## src/rtl/pipo_rr_arbiter_if.sv

```systemverilog
// Bundle of request, data and grant/register signals shared by the
// round-robin PIPO arbiter and the requesters that drive it.
interface pipo_rr_arbiter_if #(
  parameter int WIDTH = 4
);
  logic [3:0]       req;
  logic [WIDTH-1:0] din0;
  logic [WIDTH-1:0] din1;
  logic [WIDTH-1:0] din2;
  logic [WIDTH-1:0] din3;
  logic [3:0]       gnt;
  logic [1:0]       owner;
  logic [WIDTH-1:0] q;
  logic             load_pulse;
  logic             q_valid;

  modport master (
    output req, din0, din1, din2, din3,
    input  gnt, owner, q, load_pulse, q_valid
  );

  modport slave (
    input  req, din0, din1, din2, din3,
    output gnt, owner, q, load_pulse, q_valid
  );
endinterface

```

## src/rtl/pipo_rr_arbiter.sv

```systemverilog
// Four-way round-robin arbiter that hands a shared parallel register to one
// requester at a time: grant, load the winner's data once, then hold.
module pipo_rr_arbiter #(
  parameter int WIDTH    = 4,
  parameter int HOLD_CYC = 2
) (
  input  logic               clk,
  input  logic               clear,
  pipo_rr_arbiter_if.slave   bus
);

  localparam logic [1:0] S_IDLE = 2'd0;
  localparam logic [1:0] S_LOAD = 2'd1;
  localparam logic [1:0] S_HOLD = 2'd2;

  localparam logic [3:0] HOLD_LAST = 4'(HOLD_CYC - 1);

  logic [1:0]       state_q, state_d;
  logic [3:0]       gnt_q, gnt_d;
  logic [1:0]       owner_q, owner_d;
  logic [1:0]       last_q, last_d;
  logic [WIDTH-1:0] data_q, data_d;
  logic             pulse_q, pulse_d;
  logic             valid_q, valid_d;
  logic [3:0]       cnt_q, cnt_d;

  logic             win_found;
  logic [1:0]       win_idx;
  logic [1:0]       scan_idx;
  logic [WIDTH-1:0] din_sel;

  // Scan starts just past the previous owner, so it is checked last.
  always_comb begin
    win_found = 1'b0;
    win_idx   = 2'd0;
    scan_idx  = 2'd0;
    for (int k = 1; k <= 4; k++) begin
      scan_idx = last_q + 2'(k);
      if (!win_found && bus.req[scan_idx]) begin
        win_found = 1'b1;
        win_idx   = scan_idx;
      end
    end
  end

  always_comb begin
    case (owner_q)
      2'd0:    din_sel = bus.din0;
      2'd1:    din_sel = bus.din1;
      2'd2:    din_sel = bus.din2;
      default: din_sel = bus.din3;
    endcase
  end

  always_comb begin
    state_d = state_q;
    gnt_d   = gnt_q;
    owner_d = owner_q;
    last_d  = last_q;
    data_d  = data_q;
    pulse_d = 1'b0;
    valid_d = valid_q;
    cnt_d   = cnt_q;
    case (state_q)
      S_IDLE: begin
        if (win_found) begin
          gnt_d   = 4'b0001 << win_idx;
          owner_d = win_idx;
          last_d  = win_idx;
          state_d = S_LOAD;
        end
      end
      S_LOAD: begin
        data_d  = din_sel;
        pulse_d = 1'b1;
        valid_d = 1'b1;
        cnt_d   = 4'd0;
        state_d = S_HOLD;
      end
      S_HOLD: begin
        cnt_d = cnt_q + 4'd1;
        if (cnt_q == HOLD_LAST) begin
          gnt_d   = 4'b0000;
          state_d = S_IDLE;
        end
      end
      default: begin
        gnt_d   = 4'b0000;
        state_d = S_IDLE;
      end
    endcase
  end

  // last_q resets to 3 so requester 0 is first in line after clear.
  always_ff @(posedge clk) begin
    if (clear) begin
      state_q <= S_IDLE;
      gnt_q   <= 4'b0000;
      owner_q <= 2'd0;
      last_q  <= 2'd3;
      data_q  <= '0;
      pulse_q <= 1'b0;
      valid_q <= 1'b0;
      cnt_q   <= 4'd0;
    end else begin
      state_q <= state_d;
      gnt_q   <= gnt_d;
      owner_q <= owner_d;
      last_q  <= last_d;
      data_q  <= data_d;
      pulse_q <= pulse_d;
      valid_q <= valid_d;
      cnt_q   <= cnt_d;
    end
  end

  assign bus.gnt        = gnt_q;
  assign bus.owner      = owner_q;
  assign bus.q          = data_q;
  assign bus.load_pulse = pulse_q;
  assign bus.q_valid    = valid_q;

endmodule

```

## src/flat_wrapper.sv

```systemverilog
// flat-port wrapper written by rule: the top's interface ports become plain ports
module pipo_rr_arbiter_flat 
#(
  parameter int WIDTH    = 4,
  parameter int HOLD_CYC = 2
)
  (clk, clear, bus_req, bus_din0, bus_din1, bus_din2, bus_din3, bus_gnt, bus_owner, bus_q, bus_load_pulse, bus_q_valid);
  pipo_rr_arbiter_if #(.WIDTH(WIDTH)) bus_i ();
  input  logic clk;
  input  logic clear;
  input wire logic [$bits(bus_i.req)-1:0] bus_req;
  input wire logic [$bits(bus_i.din0)-1:0] bus_din0;
  input wire logic [$bits(bus_i.din1)-1:0] bus_din1;
  input wire logic [$bits(bus_i.din2)-1:0] bus_din2;
  input wire logic [$bits(bus_i.din3)-1:0] bus_din3;
  output wire logic [$bits(bus_i.gnt)-1:0] bus_gnt;
  output wire logic [$bits(bus_i.owner)-1:0] bus_owner;
  output wire logic [$bits(bus_i.q)-1:0] bus_q;
  output wire logic [$bits(bus_i.load_pulse)-1:0] bus_load_pulse;
  output wire logic [$bits(bus_i.q_valid)-1:0] bus_q_valid;
  assign bus_i.req = bus_req;
  assign bus_i.din0 = bus_din0;
  assign bus_i.din1 = bus_din1;
  assign bus_i.din2 = bus_din2;
  assign bus_i.din3 = bus_din3;
  assign bus_gnt = bus_i.gnt;
  assign bus_owner = bus_i.owner;
  assign bus_q = bus_i.q;
  assign bus_load_pulse = bus_i.load_pulse;
  assign bus_q_valid = bus_i.q_valid;
  pipo_rr_arbiter #(.WIDTH(WIDTH), .HOLD_CYC(HOLD_CYC)) u_core (.clk(clk), .clear(clear), .bus(bus_i));
endmodule
```

## config.mk

```make
export PLATFORM = sky130hd
export DESIGN_NAME = pipo_rr_arbiter_flat
export DESIGN_NICKNAME = d
export VERILOG_FILES = /design/src/rtl/pipo_rr_arbiter_if.sv /design/src/rtl/pipo_rr_arbiter.sv /design/src/flat_wrapper.sv
export SDC_FILE = /design/constraint.sdc
export NUM_CORES = 1
export LEC_CHECK = 0
export CORE_AREA = 3 3 54 56
export CTS_BUF_LIST = sky130_fd_sc_hd__clkbuf_4 sky130_fd_sc_hd__clkbuf_8
export CTS_CLUSTER_DIAMETER = 30
export CTS_CLUSTER_SIZE = 30
export DETAILED_ROUTE_END_ITERATION = 10
export DIE_AREA = 0 0 57 59
export GPL_ROUTABILITY_DRIVEN = 0
export PLACE_DENSITY = 0.76
export SLEW_MARGIN = 20
export SYNTH_ARGS = -nofsm -noshare
export SYNTH_HDL_FRONTEND = slang
export SYNTH_SLANG_ARGS = --single-unit
```

## constraint.sdc

```tcl
create_clock -name clk -period 1.45 [get_ports clk]
set_input_delay 0.145 -clock clk [delete_from_list [all_inputs] [get_ports clk]]
set_output_delay 0.145 -clock clk [all_outputs]
set_load 0.03 [all_outputs]
```

==> impl_metrics.csv, run 1 <==
group,metric,value,unit
drt,wl,2.65,mm
pwr,total_power,2.92,mW
logic_synthesis,yosysTopAreaCellShare,37.5,%
pwr,ir_drop,1320,µV
placement,preCtsSetupSlack,-284,ps
logic_synthesis,synth.distinct_cells,30,
placement,port_buffers,33,
sta,maxSlewViolCount,0,
die,coreArea,2480,µm²
grt,grt_pass1_wl,4.36,mm
pwr,pwr_density_cell,1790,nW/µm²
drt,viasPerCell,5.02,
sta,setup_viol,6,
worst_setup_path,cp_max_fo,5,
drt,vias,944,
logic_synthesis,synth_edf_count,0,
sta,slew_headroom,76.9,%
logic_synthesis,ys_async_sr_fraction,0,%
placement,place_area,1510,µm²
finish,area_growth,52.9,%
clocking,cts-buffers-inserted,3,
sta,finalClockSkew,9.21,ps
sta,worst_slack,-171,ps
logic_synthesis,synth_area_leaders,"dfxtp_1 37%, mux4_2 8.4%, ha_1 5.9%, nor2_1 5.3%, mux2i_1 4.7%",
finish,fin_area,1630,µm²
pwr,power_leakage,0.708,nW
logic_synthesis,ys_seq_elements,20,
clocking,cts_sinks,20,
sta,tns,-762,ps
clocking,cts_tree,"done",
worst_setup_path,cp_slowest_stage_delay,400,ps
worst_setup_path,arrival,1820,ps
logic_synthesis,netlist_instances,109,
drt,drt_first_pass_iters,3,
clocking,h-tree-depth,1,
worst_setup_path,crit_chain,"inv_2 -> ha_4 -> or3b_4 -> buf_4 -> nand2_4 -> a31oi_4 -> a32o_2",
die,initial_core_util,43.1,%
placement,dp_cells,182,
finish,drive_above_1_share,31.0,%
worst_setup_path,crit_slowest_cell,"or3b_4",
drt,ant_nets,0,
logic_synthesis,syn-cell-area,1070,µm²
die,die_h,59,µm
drt,drtIter0Drc,39,
worst_setup_path,critical_path.top_delay_family,"simple AND/OR/NAND/NOR gates",
clocking,clk_latency,300,ps
worst_setup_path,cp_data_required_time,1650,ps
placement,place_hpwl,2.06,mm
die,chipWidth,57,µm
finish,layout_common_cells,"20 x clkdlybuf4s50_1, 16 x buf_4, 16 x dfxtp_1",
sta,fmax,0.617,GHz
clocking,ctsHoldBuffers,0,
worst_setup_path,startpoint_type,"flop",
grt,grt.total_usage,16.7,%
grt,grt_overflow,0,
grt,grt_pass1_vias,943,
logic_synthesis,synth_ff_type,"dfxtp_1",
worst_setup_path,endpoint_kind,"flop",
hold_path,hp-class,"flop to flop",
grt,grt_max_degree,17,
clocking,clockBufferDepth,2,
die,rows,18,
run,max_cap_viol_count,0,
clocking,clk_pin_slew,110,ps
finish,layout_commonest_cell,"clkdlybuf4s50_1",
logic_synthesis,synth-seq-area-share,37.5,%
worst_setup_path,critical_path_class,"flop to flop",
logic_synthesis,syn-num-nets,136,
logic_synthesis,ys.warnings.count,0,
worst_setup_path,timing.critical_path.buf_inv,2,
sta,max_slew.worst_pin.slew,345,ps
die,die-area,3360,µm²
sta,period_minus_slack,1620,ps
sta,hold_viol_final,0,
finish,antenna_cells,0,
drt,routedWlPerCell,14.1,µm
sta,layout_worst_path_cycle_share,112,%
finish,final_nets,186,
clocking,cts-root-buf,"clkbuf_4",
logic_synthesis,avgSynthCellArea,9.80,µm²
finish,fin_cells,188,
drt,detail_route.drc_violations,0,
outcome,failed_checks,"setup timing",
grt,antenna_found_initial,0,
outcome,run_status,"finished, violations left",
sta,rsz0062_at_grt,"true",
die,ios,34,
logic_synthesis,synth_top_area_cell,"dfxtp_1",
==> synth_stat cells, drive strengths merged, types with 2 or more instances <==
cell	number
nand2	10
o21ai	3
nor2	15
o2bb2ai	2
a21oi	9
dfxtp	20
a31oi	2
a32o	2
nand3b	2
inv	8
mux4	4
a211oi	2
nor2b	2
mux2i	5
nand2b	2
clkbuf	4
ha	5
==> layout make-up <==
type / instances / area [µm²]
repair buffers: 49 / 442
inverters: 8 / 30.0
flip-flops and latches: 20 / 405
well taps: 30 / 37.5
clock buffers: 4 / 36.3
fillers: 200 / 843
multi-input cells: 77 / 683
==> worst reg2reg max path, cell delays in order (launching register included) <==
cell and delay, ps:
dfxtp_2 340, inv_2 60, ha_4 110, or3b_4 400
buf_4 160, nand2_4 70, a31oi_4 120, a32o_2 240
==> kinds of logic (layout without fill, tap and decap cells) <==
| group | count (synthesis) | in the layout | share of synthesized area, % |
|---|---|---|---|
| mux | 9 | 9 | 13.1 |
| simple gates | 37 | 37 | 17.3 |
| flops | 20 | 20 | 37.5 |
| buf+inv | 12 | 61 | 6.09 |
| compound gates | 26 | 26 | 20.1 |
| fa+ha+maj | 5 | 5 | 5.85 |
==> per-layer routing <==
| metal | part of all wire, % | track usage [%] | vias up |
|---|---|---|---|
| met4 | 1.7 | 4.30 | 0 |
| li1 | - | - | 486 |
| met5 | 0 | 0 | - |
| met1 | 41 | 20.9 | 436 |
| met3 | 4.0 | 5.88 | 6 |
| met2 | 53 | 27.6 | 16 |
==> stage by stage <==
stage / utilization, % / hold slack (ps)
floorplan: - / 362
global placement: 60.9 / 447
detailed placement: 60.9 / 458
CTS: 62.4 / 474
global route: 66.0 / 495
finish: 66.0 / 469
==> worst paths after layout <==
kind / start / endpoint / slack, ps / cells after the start
worst max-delay path: u_core.cnt_q[1] / u_core.bus.gnt[2] / -170 / 7
worst min-delay path: u_core.bus.gnt[3] / u_core.bus.gnt[3] / 470 / 1
worst max register to register: u_core.cnt_q[1] / u_core.bus.gnt[2] / -170 / 7
worst min register to register: u_core.bus.gnt[3] / u_core.bus.gnt[3] / 470 / 1
==> sequential cells by signal, indices dropped and copies added (netlist names) <==
name	count
u_core.bus.gnt	4
u_core.bus.load_pulse	1
u_core.bus.owner	2
u_core.bus.q	4
u_core.bus.q_valid	1
u_core.cnt_q	4
u_core.last_q	2
u_core.state_q	2
==> timing repair <==
item,in CTS,in global routing
gates resized for setup,15,17
endpoints found under the setup margin,17,10
buffers inserted,0,3
pin swaps,1,2
==> power breakdown <==
part           total [mW]  internal (mW)  switching, mW
Combinational        1.72          0.821          0.900
Clock               0.321          0.153          0.168
Sequential          0.877          0.731          0.146
Total                2.92           1.71           1.21
Note: power is estimated with default switching activity, not from simulation.
==> inputs of run 2 (changes only) <==
--- a/config.mk
+++ b/config.mk
@@ -12,7 +12,7 @@
 export DETAILED_ROUTE_END_ITERATION = 10
 export DIE_AREA = 0 0 57 59
 export GPL_ROUTABILITY_DRIVEN = 0
-export PLACE_DENSITY = 0.76
+export PLACE_DENSITY = 0.79
 export SLEW_MARGIN = 20
 export SYNTH_ARGS = -nofsm -noshare
 export SYNTH_HDL_FRONTEND = slang
==> run 2 against run 1 <==
The flow still finishes with violations (setup timing). Non-clock buffer count unchanged. Highest routed layer unchanged. Largest power group unchanged. Total power up 3.8%. Critical endpoint is now u_core.bus.gnt[0]. Utilization shrank 1.5 points. Flip-flop and latch count unchanged. Final area is 2.2% lower. Routed wire length rose by 7.1%. Cell count stayed put.
==> impl_metrics.csv, run 2 (synthesized netlist as in run 1, its figures left out) <==
group,metric,value,unit
finish,area_growth,49.5,%
clocking,cts-root-buf,"clkbuf_4",
worst_setup_path,cp_max_fo,5,
outcome,run_status,"finished, violations left",
drt,drtIter0Drc,27,
clocking,h-tree-depth,1,
clocking,clk_latency,310,ps
pwr,power_frac_clock,15.4,%
die,chipWidth,57,µm
grt,grt_pass1_wl,4.72,mm
sta,period_minus_slack,1610,ps
pwr,switching_share,40.4,%
drt,detail_route.drc_violations,0,
clocking,ctsHoldBuffers,0,
drt,wl,2.84,mm
placement,dp_cells,183,
pwr,total_power,3.03,mW
worst_setup_path,startpoint_type,"flop",
sta,setup_viol,6,
pwr,p_int,1.81,mW
clocking,clk_pin_slew,120,ps
drt,vias,1027,
run,max_cap_viol_count,0,
sta,holdWs,474,ps
die,die_h,59,µm
hold_path,hp-start,"u_core.bus.gnt[1]",
die,initial_core_util,43.1,%
finish,fin_area,1600,µm²
finish,drive_above_1_share,27.8,%
clocking,clockBufferDepth,2,
die,rows,18,
pwr,power.switching,1.22,mW
worst_setup_path,endpoint_kind,"flop",
sta,max_slew.worst_pin.slew,332,ps
sta,worst_slack,-160,ps
pwr,pwr_density_cell,1900,nW/µm²
grt,grt_max_degree,13,
finish,layout_common_cells,"21 x clkdlybuf4s50_1, 17 x dfxtp_1, 16 x buf_4",
clocking,cts_tree,"done",
outcome,failed_checks,"setup timing",
worst_setup_path,critical_path_class,"flop to flop",
finish,antenna_cells,0,
placement,place_area,1520,µm²
drt,drt-met1-wl,1.11,mm
finish,fin_cells,188,
pwr,ir_drop,1380,µV
sta,tns,-697,ps
worst_setup_path,startpoint,"u_core.cnt_q[1]",
drt,ant_nets,0,
hold_path,hp-class,"flop to flop",
sta,rsz0062_at_grt,"true",
worst_setup_path,arrival,1820,ps
sta,layout_worst_path_cycle_share,111,%
placement,preCtsSetupSlack,-272,ps
clocking,cts-buffers-inserted,3,
worst_setup_path,r2r_start,"u_core.cnt_q[1]",
grt,grt_pass1_vias,1067,
drt,wl_met2,1.56,mm
drt,viasPerCell,5.46,
drt,drt_first_pass_iters,4,
sta,hold_viol_final,0,
drt,maxUsedRoutingLayer,"met4",
finish,final_nets,186,
drt,dr_wl_met3,125,µm
pwr,power_frac_seq,29.0,%
finish,layout_commonest_cell,"clkdlybuf4s50_1",
die,die-area,3360,µm²
finish,postLayoutCoreUtil,64.5,%
grt,grt_overflow,0,
sta,slew_headroom,77.8,%
pwr,power_leakage,0.686,nW
finish,fillerInstances,208,
pwr,p_comb_share,55.6,%
placement,port_buffers,33,
placement,place_hpwl,2.25,mm
drt,routedWlPerCell,15.1,µm
clocking,cts_sinks,20,
sta,maxSlewViolCount,0,
worst_setup_path,cp_data_required_time,1660,ps
grt,grt.total_usage,18.0,%
die,coreArea,2480,µm²
die,ios,34,
sta,finalClockSkew,9.52,ps
sta,fmax,0.621,GHz
grt,antenna_found_initial,0,
==> run 2: worst max-delay path, cell delays in order, from the launching register on <==
cell and delay (ps):
dfxtp_2 350, inv_2 70, ha_4 120, or3b_4 400
nand2_1 100, a31oi_1 90, buf_4 160, a32o_2 210
==> run 2: worst paths after layout <==
| check | endpoint | slack [ps] | depth (start not counted) |
|---|---|---|---|
| hold / removal | u_core.bus.gnt[1] | 470 | 1 |
| hold reg to reg | u_core.bus.gnt[1] | 470 | 1 |
| setup / recovery | u_core.bus.gnt[0] | -160 | 7 |
| setup reg to reg | u_core.bus.gnt[0] | -160 | 7 |
==> run 2: what timing repair did <==
| item | 4_1_cts | 5_1_grt |
|---|---|---|
| endpoints found under the setup margin | 18 | 12 |
| pin swaps | 1 | 2 |
| buffers inserted | 0 | 1 |
| resized for setup | 16 | 7 |
==> run 2: area by class of cell <==
class	count	area [µm²]	area share [%]
Multi-Input combinational cell	77	638	39.9
Timing Repair Buffer	49	435	27.3
Sequential cell	20	404	25.3
Tap cell	30	37.5	2.35
Clock inverter	1	30.0	1.88
Inverter	8	30.0	1.88
Clock buffer	3	22.5	1.41
==> run 2: layer usage <==
metal / vias to the layer above / track usage [%]
li1: 486 / -
met5: - / 0
met4: 0 / 6.95
met1: 502 / 19.8
met2: 32 / 32.6
met3: 7 / 5.23
==> run 2: power by group through the flow <==
stage	registers (mW)	logic, mW	clock network (mW)
finish	0.880	1.68	0.466
global route	0.901	1.82	0.492
CTS	0.882	1.62	0.472
detailed placement	0.890	1.69	0
global placement	0.882	1.62	0
floorplan	1.07	0.876	0
